--- config.mk ---
export PLATFORM = sky130hd
export DESIGN_NAME = fir_ram_sequencer
export DESIGN_NICKNAME = d
export VERILOG_FILES = /design/src/rtl/fir_pkg.sv /design/src/rtl/fir_seq_addr_cnt.sv /design/src/rtl/fir_ram_sequencer.sv
export SDC_FILE = /design/constraint.sdc
export NUM_CORES = 1
export LEC_CHECK = 0
export ABC_AREA = 1
export ABC_CLOCK_PERIOD_IN_PS = 2020
export CORE_ASPECT_RATIO = 0.75
export CORE_MARGIN = 2
export CORE_UTILIZATION = 36
export CTS_CLUSTER_DIAMETER = 120
export CTS_CLUSTER_SIZE = 30
export DETAILED_ROUTE_END_ITERATION = 10
export PLACE_DENSITY_LB_ADDON = 0.05
export REMOVE_ABC_BUFFERS = 1
export SETUP_SLACK_MARGIN = 0.2
export SLEW_MARGIN = 20
export SYNTH_ARGS = -nofsm -noshare
export SYNTH_HDL_FRONTEND = slang
export SYNTH_SLANG_ARGS = --single-unit
--- constraint.sdc ---
create_clock -name iClk12M -period 2.02 [get_ports iClk12M]
set_clock_uncertainty 0.2 [all_clocks]
set_input_delay 0.505 -clock iClk12M [delete_from_list [all_inputs] [get_ports iClk12M]]
set_output_delay 0.505 -clock iClk12M [all_outputs]
set_load 0.05 [all_outputs]
--- src/rtl/fir_pkg.sv ---
// fir_pkg: shared state encoding and default sizing for the FIR coefficient-RAM
// sequencer. Optional build macro used by the sequencer: FIR_SEQ_CKSUM_EN.
package fir_pkg;

  localparam int DEF_NUM_TAPS  = 11;
  localparam int DEF_ADDR_W    = 6;
  localparam int DEF_DATA_W    = 16;
  // Clocks between 600 kHz sample strobes at 12 MHz.
  localparam int SAMPLE_PERIOD = 20;

  typedef enum logic [2:0] {
    IDLE      = 3'd0,
    RD_SWEEP  = 3'd1,
    UPD_SETUP = 3'd2,
    UPD_WRITE = 3'd3,
    UPD_HOLD  = 3'd4
  } seqState_t;

  function automatic logic isUpdState(input seqState_t s);
    return (s == UPD_SETUP) || (s == UPD_WRITE) || (s == UPD_HOLD);
  endfunction

endpackage

--- src/rtl/fir_seq_addr_cnt.sv ---
// fir_seq_addr_cnt: tap counter shared by the read sweep and the write path.
// Holds the next tap index; oLast flags the final tap, oDone a complete set.
module fir_seq_addr_cnt #(
  parameter int MAX_CNT = 11,
  parameter int CNT_W   = 4
) (
  input  logic             iClk12M,
  input  logic             iRsn,
  input  logic             iClr,
  input  logic             iInc,
  output logic [CNT_W-1:0] oCnt,
  output logic             oLast,
  output logic             oDone
);

  // Clear has priority; counting stops at MAX_CNT.
  always_ff @(posedge iClk12M or negedge iRsn) begin
    if (!iRsn) begin
      oCnt <= '0;
    end else if (iClr) begin
      oCnt <= '0;
    end else if (iInc && !oDone) begin
      oCnt <= oCnt + CNT_W'(1);
    end
  end

  assign oLast = (oCnt == CNT_W'(MAX_CNT - 1));
  assign oDone = (oCnt == CNT_W'(MAX_CNT));

endmodule

--- src/rtl/fir_ram_sequencer.sv ---
// fir_ram_sequencer: owns the ReConf_FirFilter coefficient-RAM pins, running
// one read sweep per sample strobe and host-fed coefficient updates, never both
// at once. Build macro FIR_SEQ_CKSUM_EN enables the coefficient checksum.
module fir_ram_sequencer
  import fir_pkg::*;
#(
  parameter int NUM_TAPS  = DEF_NUM_TAPS,
  parameter int ADDR_W    = DEF_ADDR_W,
  parameter int DATA_W    = DEF_DATA_W,
  parameter int GUARD_CYC = 2,
  parameter int MISS_W    = 8
) (
  input  logic              iClk12M,
  input  logic              iRsn,
  input  logic              iEnSample600k,
  input  logic              iUpdReq,
  input  logic              iCoeffVld,
  input  logic [DATA_W-1:0] iCoeffData,
  output logic              oCoeffRdy,
  output logic              oCoeffUpdateFlag,
  output logic              oCsnRam,
  output logic              oWrnRam,
  output logic [ADDR_W-1:0] oAddrRam,
  output logic [DATA_W-1:0] oWtDtRam,
  output logic              oRdLast,
  output logic              oUpdDone,
  output logic              oBusy,
  output logic [MISS_W-1:0] oMissCnt,
  output logic [DATA_W-1:0] oCoeffCksum
);

  localparam int CNT_W = $clog2(NUM_TAPS + 1);
  localparam int GRD_W = $clog2(GUARD_CYC + 1);

  seqState_t         state;
  seqState_t         nState;
  logic [CNT_W-1:0]  tapCnt;
  logic              tapLast;
  logic              tapDone;
  logic              tapClr;
  logic              tapInc;
  logic [GRD_W-1:0]  grdCnt;
  logic [GRD_W-1:0]  grdCntNxt;
  logic              pending;
  logic              pendingNxt;
  logic              accept;
  logic              missInc;
  logic              csnNxt;
  logic              wrnNxt;
  logic              flagNxt;
  logic              rdLastNxt;
  logic              updDoneNxt;
  logic [ADDR_W-1:0] addrNxt;
  logic [DATA_W-1:0] wtDtNxt;

  fir_seq_addr_cnt #(
    .MAX_CNT (NUM_TAPS),
    .CNT_W   (CNT_W)
  ) uTapCnt (
    .iClk12M (iClk12M),
    .iRsn    (iRsn),
    .iClr    (tapClr),
    .iInc    (tapInc),
    .oCnt    (tapCnt),
    .oLast   (tapLast),
    .oDone   (tapDone)
  );

  assign oCoeffRdy = (state == UPD_WRITE) && !tapDone;
  assign accept    = oCoeffRdy && iCoeffVld;
  assign missInc   = iEnSample600k && (state != IDLE);
  assign oBusy     = (state != IDLE);

  // State and registered RAM-side outputs.
  always_ff @(posedge iClk12M or negedge iRsn) begin
    if (!iRsn) begin
      state            <= IDLE;
      grdCnt           <= '0;
      pending          <= 1'b0;
      oCsnRam          <= 1'b1;
      oWrnRam          <= 1'b1;
      oCoeffUpdateFlag <= 1'b0;
      oAddrRam         <= '0;
      oWtDtRam         <= '0;
      oRdLast          <= 1'b0;
      oUpdDone         <= 1'b0;
    end else begin
      state            <= nState;
      grdCnt           <= grdCntNxt;
      pending          <= pendingNxt;
      oCsnRam          <= csnNxt;
      oWrnRam          <= wrnNxt;
      oCoeffUpdateFlag <= flagNxt;
      oAddrRam         <= addrNxt;
      oWtDtRam         <= wtDtNxt;
      oRdLast          <= rdLastNxt;
      oUpdDone         <= updDoneNxt;
    end
  end

  // Next-state and next RAM-pin values; the sweep issues the counter value as
  // the address, so the first address leaves on the edge that leaves IDLE.
  always_comb begin
    nState     = state;
    grdCntNxt  = grdCnt;
    pendingNxt = pending;
    tapClr     = 1'b0;
    tapInc     = 1'b0;
    csnNxt     = 1'b1;
    wrnNxt     = 1'b1;
    rdLastNxt  = 1'b0;
    updDoneNxt = 1'b0;
    addrNxt    = oAddrRam;
    wtDtNxt    = oWtDtRam;

    case (state)
      IDLE: begin
        if (iEnSample600k) begin
          nState    = RD_SWEEP;
          csnNxt    = 1'b0;
          addrNxt   = ADDR_W'(tapCnt);
          rdLastNxt = tapLast;
          tapInc    = 1'b1;
          if (iUpdReq) begin
            pendingNxt = 1'b1;
          end
        end else if (pending || iUpdReq) begin
          nState = UPD_SETUP;
          tapClr = 1'b1;
        end else begin
          tapClr = 1'b1;
        end
      end

      RD_SWEEP: begin
        if (iUpdReq) begin
          pendingNxt = 1'b1;
        end
        if (tapDone) begin
          tapClr = 1'b1;
          // A pended update starts as the sweep releases the RAM, skipping
          // the IDLE cycle it would otherwise spend there.
          if (pending || iUpdReq) begin
            nState = UPD_SETUP;
          end else begin
            nState = IDLE;
          end
        end else begin
          csnNxt    = 1'b0;
          addrNxt   = ADDR_W'(tapCnt);
          rdLastNxt = tapLast;
          tapInc    = 1'b1;
        end
      end

      UPD_SETUP: begin
        tapClr    = 1'b1;
        grdCntNxt = '0;
        nState    = UPD_WRITE;
      end

      UPD_WRITE: begin
        if (accept) begin
          csnNxt  = 1'b0;
          wrnNxt  = 1'b0;
          addrNxt = ADDR_W'(tapCnt);
          wtDtNxt = iCoeffData;
          tapInc  = 1'b1;
          if (tapLast) begin
            nState    = UPD_HOLD;
            grdCntNxt = '0;
          end
        end
      end

      UPD_HOLD: begin
        if (grdCnt == GRD_W'(GUARD_CYC - 1)) begin
          nState     = IDLE;
          updDoneNxt = 1'b1;
          pendingNxt = 1'b0;
          tapClr     = 1'b1;
        end else begin
          grdCntNxt = grdCnt + GRD_W'(1);
        end
      end

      default: begin
        nState = IDLE;
        tapClr = 1'b1;
      end
    endcase

    flagNxt = isUpdState(nState);
  end

  // Saturating count of sample strobes that could not get a sweep.
  always_ff @(posedge iClk12M or negedge iRsn) begin
    if (!iRsn) begin
      oMissCnt <= '0;
    end else if (missInc && (oMissCnt != '1)) begin
      oMissCnt <= oMissCnt + MISS_W'(1);
    end
  end

`ifdef FIR_SEQ_CKSUM_EN
  logic [DATA_W-1:0] cksum;

  // Running sum of the accepted coefficients of the current set.
  always_ff @(posedge iClk12M or negedge iRsn) begin
    if (!iRsn) begin
      cksum <= '0;
    end else if (state == UPD_SETUP) begin
      cksum <= '0;
    end else if (accept) begin
      cksum <= cksum + iCoeffData;
    end
  end

  assign oCoeffCksum = cksum;
`else
  assign oCoeffCksum = '0;
`endif

endmodule

# Yosys cells after proc, flatten, opt, wreduce, memory -nomap -nowiden
# Index checks and enable logic that the tools add are counted.
op_classes:
  n_addsub: 3
  n_eq_ne: 17
  mux: 37
  reduce_logical: 19
ops:
  columns: ["op", "n"]
  rows:
  - ["$mux W3", 6]
  - ["$mux W6", 3]
  - ["$pmux W6 S3", 1]
  - ["$pmux W3 S5", 1]
  - ["$mux W1", 14]
  - ["$eq A3 B2 Y1 const B", 4]
  - ["$ne A2 B2 Y1 const B", 6]
  - ["$reduce_bool A3 Y1", 4]
  - ["$pmux W1 S3", 3]
  - ["$add A8 B1 Y8 const B", 1]
  - ["$eq A4 B4 Y1 const B", 2]
  - ["$mux W2", 4]
  - ["$mux W4", 2]
  - ["$ne A8 B8 Y1 const B", 1]
  - ["$reduce_and A4 Y1", 2]
  - ["$eq A3 B3 Y1 const B", 2]
  - ["$pmux W2 S3", 1]
  - ["$logic_and A1 B1 Y1", 5]
  - ["$add A4 B1 Y4 const B", 1]
  - ["$pmux W1 S4", 1]
  - ["$eq A3 B1 Y1 const B", 1]
  - ["$logic_not A3 Y1", 1]
  - ["$logic_or A1 B1 Y1", 3]
  - ["$reduce_and A3 Y1", 1]
  - ["other kinds (6)", 6]
totals:
  register_bits: 45
  inputBits: 21
  word_cells: 88

# Longest topological paths before layout
depth:
  word_depth: 9
  mapped_depth: 9
  mapped_depth_nobuf: 9

# Modules after synthesis
# From an unflattened synthesis, not the netlist that was laid out.
hier_totals:
  cells_unflattened: 277
  area_unflattened_um2: 2238.4
modules_own_cells:
  columns: ["mod", "n_inst", "cells_each", "area_each_um2", "seq_area_each_um2"]
  rows:
  - ["fir_ram_sequencer", 1, 243, 1970.6, 978.4]
  - ["fir_seq_addr_cnt", 1, 34, 267.8, 100.1]

# Worst setup path before layout
# Ideal clock, no wire load.
synth_path:
  path_type: "flip-flop to output port"
  from: "reg uTapCnt.oCnt[0]"
  to: "out oCoeffRdy"
  arrival_ns: 1.225
  t_required_ns: 1.315
  path_slack_ns: 0.090
  path_stages_with_launch: 6
  cell_sequence: "dfrtp_1 -> ha_1 -> nand3_2 -> buf_6 -> nand2_1 -> inv_1"
synth_between:
  elab_chain_len: 3
synth_rtl:
  columns: ["element", "line", "source"]
  rows:
  - ["from (decl)", "fir_seq_addr_cnt.sv:11", "output logic [CNT_W-1:0] oCnt,"]
  - ["from (signal assigned)", "fir_seq_addr_cnt.sv:23", "oCnt <= oCnt + CNT_W'(1);"]
  - ["$eq A4 B4 Y1", "fir_seq_addr_cnt.sv:28", "assign oDone = (oCnt == CNT_W'(MAX_CNT));"]
  - ["$logic_not A1 Y1", "fir_ram_sequencer.sv:69", "assign oCoeffRdy = (state == UPD_WRITE) && !tapDone;"]
  - ["$logic_and A1 B1 Y1", "fir_ram_sequencer.sv:69", null]
  - ["to (decl)", "fir_ram_sequencer.sv:19", "output logic oCoeffRdy,"]
# Every way passes these cells.

# Worst setup path after layout
layout_path:
  from: "reg uTapCnt.oCnt[1]"
  to: "out oCoeffRdy"
# Same word-level chain as after synthesis.

==> metrics.md <==
| Metric | Value |
|---|---|
| Input/output buffers | 55 |
| Post-Syn Area | roughly 0.0023 sq mm |
| CP arrival | 1.20 ns |
| Die Y | 73.33 um |
| Max-cap viol count | 0 |
| Number of global-route vias before repair | 1618 |
| Worst reg2reg path depth | 7 |
| Final period util | 94.22% |
| Initial antenna violation count | 0 |
| Share of synthesized registers carrying an async set or reset | 100.0% |
| R2r endpoint | oMissCnt[6] |
| Fill cells | just over 600 |
| Area of the multi-input gates | 979.7 sq um |
| Routed wire length per instance | 10.80 um |
| Main flop type after synthesis | dfrtp_1 |
| Status | complete, no violations |
| R2r startpoint | oMissCnt[1] |
| Crit-path slowest cell | dfrtp_1 |
| Pwr Total | 0.005372 W |
| Cell Area, Placed | between 0.002 and 0.003 sq mm |
| WP buf/inv | 2 |
| Clock Latency Late Sink | slightly below 0.3 ns |
| Synthesis Warnings | 0 |
| CP max stage delay | 0.40 ns |
| Global Route Usage Sum | 13.79% |
| Crit-path cells | ha_2 -> nand3_2 -> nand2_2 -> inv_2 -> buf_12 |
| Area growth, synth to finish | 38.77% |
| WP data required | 1.31 ns |
| First-pass DRT Iterations | 4 |
| Sink Count | 43 |
| Register area share after synthesis | 46.75% |
| Core area | 0.006256 sq mm |
| Worst VDD drop | 0.0007328 V |
| Worst setup path class | reg -> out |
| TNS Setup | 0 ns |
| Initial core utilization | 36.88% |
| Total wire length | 4505 um |
| Largest fanout on the critical path | 2 |
| GPL Wtd Cong | 0.8024 |
| PnR worst setup slack | 0.1167 ns |
| Total CTS buffers | 5 |
| Max Freq | 0.5254 GHz |
| Syn avg cell area | 8.943 sq um |
| Detailed placement HPWL | about 3200 um |
| Die extent in x | 96.44 um |
| Post-synth EDFFs | 0 |
| Mapped Cells | 258 |
| Nets | 360 |
| Placed insts | 393 |
| Library cells used by synthesis | 34 |
| Most frequent cells in the layout | 65 x nand2_1, 42 x buf_4, 37 x dfrtp_1 |
| Seq. cell area | 0.001084 sq mm |
| Final hold violations | 0 |
| Worst Hold End | oWtDtRam[7] |
| Yosys reg bits | 43 |
| Largest net degree at the start of global routing | between 40 and 50 |
| Layout Cells excl Fill | 417 |
| Fin. max-slew vios | 0 |
| Dpl ws | about 0.092 ns |
| RSZ-0062 raised after global routing | yes |
| Global route total overflow | 0 |
| Clock Tree Root | clkbuf_8 |
| Startpoint Class | flip-flop |
| Longest Clk Path Bufs | 2 |
| Initial DRC Count | 72 |
| TritonCTS clock tree | done |
| Vias | 1775 |
| Min cycle time layout | 1.903 ns |
| Htree depth | 2 |
| Full die area | 0.007072 sq mm |
| WHS Path Cells | 2 |
| First-pass GRT wire length | approximately 7500 um |
| Hold Startpoint | oWtDtRam[7] |
| Final instance area | 0.003202 sq mm |
| Hold Path Class | reg -> reg |
| Layout cells sized above 1 | 33.63% |
| DRC violations left | 0 |
| Via/cell ratio | 4.257 |
| # diodes | 0 |
| Clock transition at path regs | 0.08 ns |
| R2R Setup Slk | roughly 0.32 ns |
| Ports | 74 |
| Setup-failing EPs final | 0 |
| Antenna Nets Post-Route | 0 |
| Placement Rows | 25 |
| Crit path max-delay family | flip-flops |
| Nature of the critical path endpoint | output port |
| Pleak | 1.687 nW |
| Power per cell area | 1678 mW/mm^2 |
| Most common cell after layout, fill and taps aside | nand2_1 |
power breakdown:
part           total [W]  leakage, nW  internal (W)  switching (W)
sequential       0.00150        0.533       0.00122       0.000286
combinational    0.00317         1.09       0.00117        0.00201
clock           0.000695       0.0612      0.000400       0.000294
state kept, by name (all words and copies together) (netlist names), 2 cells and up:
name,flops
uTapCnt.oCnt,4
oAddrRam,4
state,3
grdCnt,2
oMissCnt,8
oWtDtRam,16
synthesized netlist by cell type, types with 3 or more instances:
cell type / instances / area share [%]
nand2_1: 66 / 11
nand4_1: 4 / 1.1
inv_2: 6 / 0.98
nand3_2: 3 / 1.3
dfrtp_1: 41 / 44
nand2_2: 3 / 0.81
o21ai_1: 4 / 0.87
buf_6: 4 / 2.0
xor2_1: 6 / 2.3
ha_1: 4 / 2.2
inv_1: 34 / 5.5
nand3_1: 12 / 2.6
buf_4: 18 / 5.9
o21ai_0: 8 / 1.7
nor2_1: 8 / 1.3
o21ai_2: 16 / 6.1
kinds of logic (layout without fill, tap and decap cells):
| kind of cell | after synthesis | after routing | synth area share [%] |
|---|---|---|---|
| buffers and inverters | 63 | 124 | 14.59 |
| AND/OR/NAND/NOR | 107 | 107 | 22.83 |
| flip-flops | 43 | 43 | 46.75 |
| adder cells (fa/ha/maj) | 4 | 4 | 2.169 |
| other | 1 | 18 | 0.1625 |
| AO/OA/AOI/OAI | 33 | 33 | 10.85 |
| XOR/XNOR | 7 | 7 | 2.657 |
how the worst max path moves through the flow:
stage                          from  depth (start not counted)  slack (ns)         endpoint
floorplan           uTapCnt.oCnt[0]                          4        0.11        oCoeffRdy
global placement      iEnSample600k                          8        0.11  uTapCnt.oCnt[3]
detailed placement    iEnSample600k                          8        0.09  uTapCnt.oCnt[3]
CTS                 uTapCnt.oCnt[1]                          5        0.11        oCoeffRdy
global route        uTapCnt.oCnt[0]                          5        0.07        oCoeffRdy
finish              uTapCnt.oCnt[1]                          5        0.12        oCoeffRdy
repair_timing:
action                                 CTS  global route
gates resized for setup                  4             7
endpoints found under the hold margin   41             0
buffers inserted                         9             6
pin swaps                                5             2
setup endpoints to repair                2            13
hold buffers                             1             0
cloned                                   0             0
tightest hold or removal path: cells and delay by family, from the launching register on:
kind,cells,cell delay [ns]
AO/OA/AOI/OAI,1,0.04
flip-flops,1,0.35
AND/OR/NAND/NOR,1,0.06
per-stage QoR:
step                      hold WS, ns  util, %
after floorplan              0.009409        -
after global placement         0.2678    46.84
after detailed placement       0.2723    46.84
after CTS                      0.2942    50.04
after global routing           0.3174    51.18
final                          0.2861    51.18
routing by layer:
layer | vias to the layer above | track usage (%) | share of wire (%) | wire length, um
li1 | 921 | - | - | -
met1 | 799 | 19.24 | 49 | 2212
met2 | 50 | 20.06 | 42 | 1903
met3 | 5 | 5.333 | 7.6 | 342
met4 | 0 | 3.756 | 1.0 | 47
met5 | - | 0 | 0 | 0
area by class of cell:
| cell class | count | share of cell area (%) |
|---|---|---|
| tap | 81 | 3.165 |
| multi-input combinational | 169 | 30.60 |
| clock buffer | 6 | 2.579 |
| clock inverter | 2 | 1.094 |
| sequential | 43 | 33.84 |
| inverter | 41 | 4.963 |
| timing repair buffer | 75 | 23.76 |
(Power assumes the default switching activity.)
==> RTL change, RTL diff (same settings) <==
The 5 states of `seqState_t` get a Gray code encoding in 3 bits.
--- a/src/rtl/fir_pkg.sv
+++ b/src/rtl/fir_pkg.sv
@@ -11,7 +11,7 @@
   typedef enum logic [2:0] {
-    IDLE      = 3'd0,
-    RD_SWEEP  = 3'd1,
-    UPD_SETUP = 3'd2,
-    UPD_WRITE = 3'd3,
-    UPD_HOLD  = 3'd4
+    IDLE      = 3'b000,
+    RD_SWEEP  = 3'b001,
+    UPD_SETUP = 3'b011,
+    UPD_WRITE = 3'b010,
+    UPD_HOLD  = 3'b110
   } seqState_t;
Check against the original RTL: no difference found for any inputs over 10 cycles, from zero or initial values; not proved beyond that.
==> RTL change against the unedited design <==
Clock power is 0.6% higher. Power is 1.6% higher. Area after synthesis is 5.8% lower. Sequential cell count stayed put. Die area is 5.5% lower. Via count is 9.6% lower. Routed wire length is 4.3% lower. Maximum frequency is 5.6% lower. Setup slack worse by 0.11 ns. Cell area is 3.7% lower. Highest routed layer unchanged.
==> RTL change: results <==
[route]
drt_iter0_markers = 40
vias = 1604
vias_per_cell = 4.371
wl_met1_microns = 2038
wl_met3_microns = 370
met2WireLength_microns = 1853
wl_microns = 4312
dr.max_layer_used = met4

[critical_path]
worstPathMaxFanout = 2
regToRegSetupSlack_ns = 0.23
arrival_ns = 1.31
worst_r2r_path_depth = 6
crit_start = uTapCnt.oCnt[0]
reg2reg_to = oWtDtRam[7]
path_delay_family = flip-flops
crit_path_max_incr_delay_ns = 0.39
cp-endpoint = oCoeffRdy

[clocking]
htreeDepth = 2
cts_hold_buf = 1
clkTransAtPathRegs_ns = 0.08
cts_resized = 8
cts_root_buffer = clkbuf_8
cts_setup_buffers = 2
cts_max_path_buffers = 2

[global_routing]
grt_pass1_wl_microns = 6858
gr-usage-met2_pct = 19.21
grtUsageMet3_pct = 4.311
antenna_found_initial = 0
grt_max_degree = 21
grtUsageTotal_pct = 13.18
use_met1_pct = 18.49
grt_pass1_vias = 1506

[layout]
largest_registers = oWtDtRam x16, oMissCnt x8
nets = 313
multi_input_area_sq_um = 942.2
layout-drive-gt1-share_pct = 34.95
fillCellCount = 530
antenna_cells = 0

[synth]
ys_seq_area_share_pct = 49.63
yosys_most_used_dff = dfrtp_1
postSynthAreaPerCell_sq_um = 10.16
yosysUniqueCellTypes = 28
synthTopCellsByArea = dfrtp_1, nand2_1, buf_4, mux2_4, mux2_2
async_reset_ff_share_pct = 100.0
ys.warnings.count = 0
synth_common_cells = nand2_1, dfrtp_1, inv_1, buf_4, nor2_1

[sta]
fmax_mhz = 496.2
timing.hold.ws_ns = 0.2837

[hold_path]
min_to = oAddrRam[1]
whs_path_depth = 2
hold_start = oAddrRam[1]
hp-class = flip-flop to flip-flop

[pwr]
p_leak_nw = 1.538
ir_drop_mv = 0.9905

[place]
dp.cells = 350
placed_cell_area_sq_um = 2821
place_ws_ns = 0.06986
routabilityCongestion = 0.8199
hpwlAfterDp_microns = 3143

[outcome]
status = finished clean
RTL change: changes by cell type after synthesis, moves of 4 or more:
cell,change
mux2_4,+8
nand2_1,-17
nand3_1,-4
mux2_2,+8
inv_1,-15
o21ai_1,-4
o21ai_2,-16
RTL change: cells by family after synthesis:
logic type / Yosys count / share of synthesized area (%)
adder cells (fa/ha/maj): 4 / 2.303
other: 1 / 0.1725
XOR/XNOR: 9 / 3.627
AND/OR/NAND/NOR: 86 / 19.29
flip-flops: 43 / 49.63
buffers and inverters: 42 / 11.46
multiplexers: 16 / 9.672
AO/OA/AOI/OAI: 13 / 3.857
RTL change: report_power, final:
group	internal [W]	leakage [nW]	switching, W
Sequential	0.00123	0.521	0.000289
Clock	0.000400	0.0612	0.000299
Combinational	0.00131	0.956	0.00193
RTL change: layout make-up:
class                           count  area share [%]
Sequential cell                    43           35.07
Multi-Input combinational cell    146           30.56
Timing Repair Buffer               70           24.43
Tap cell                           78           3.166
Inverter                           22           2.963
Clock buffer                        6           2.679
Clock inverter                      2           1.136
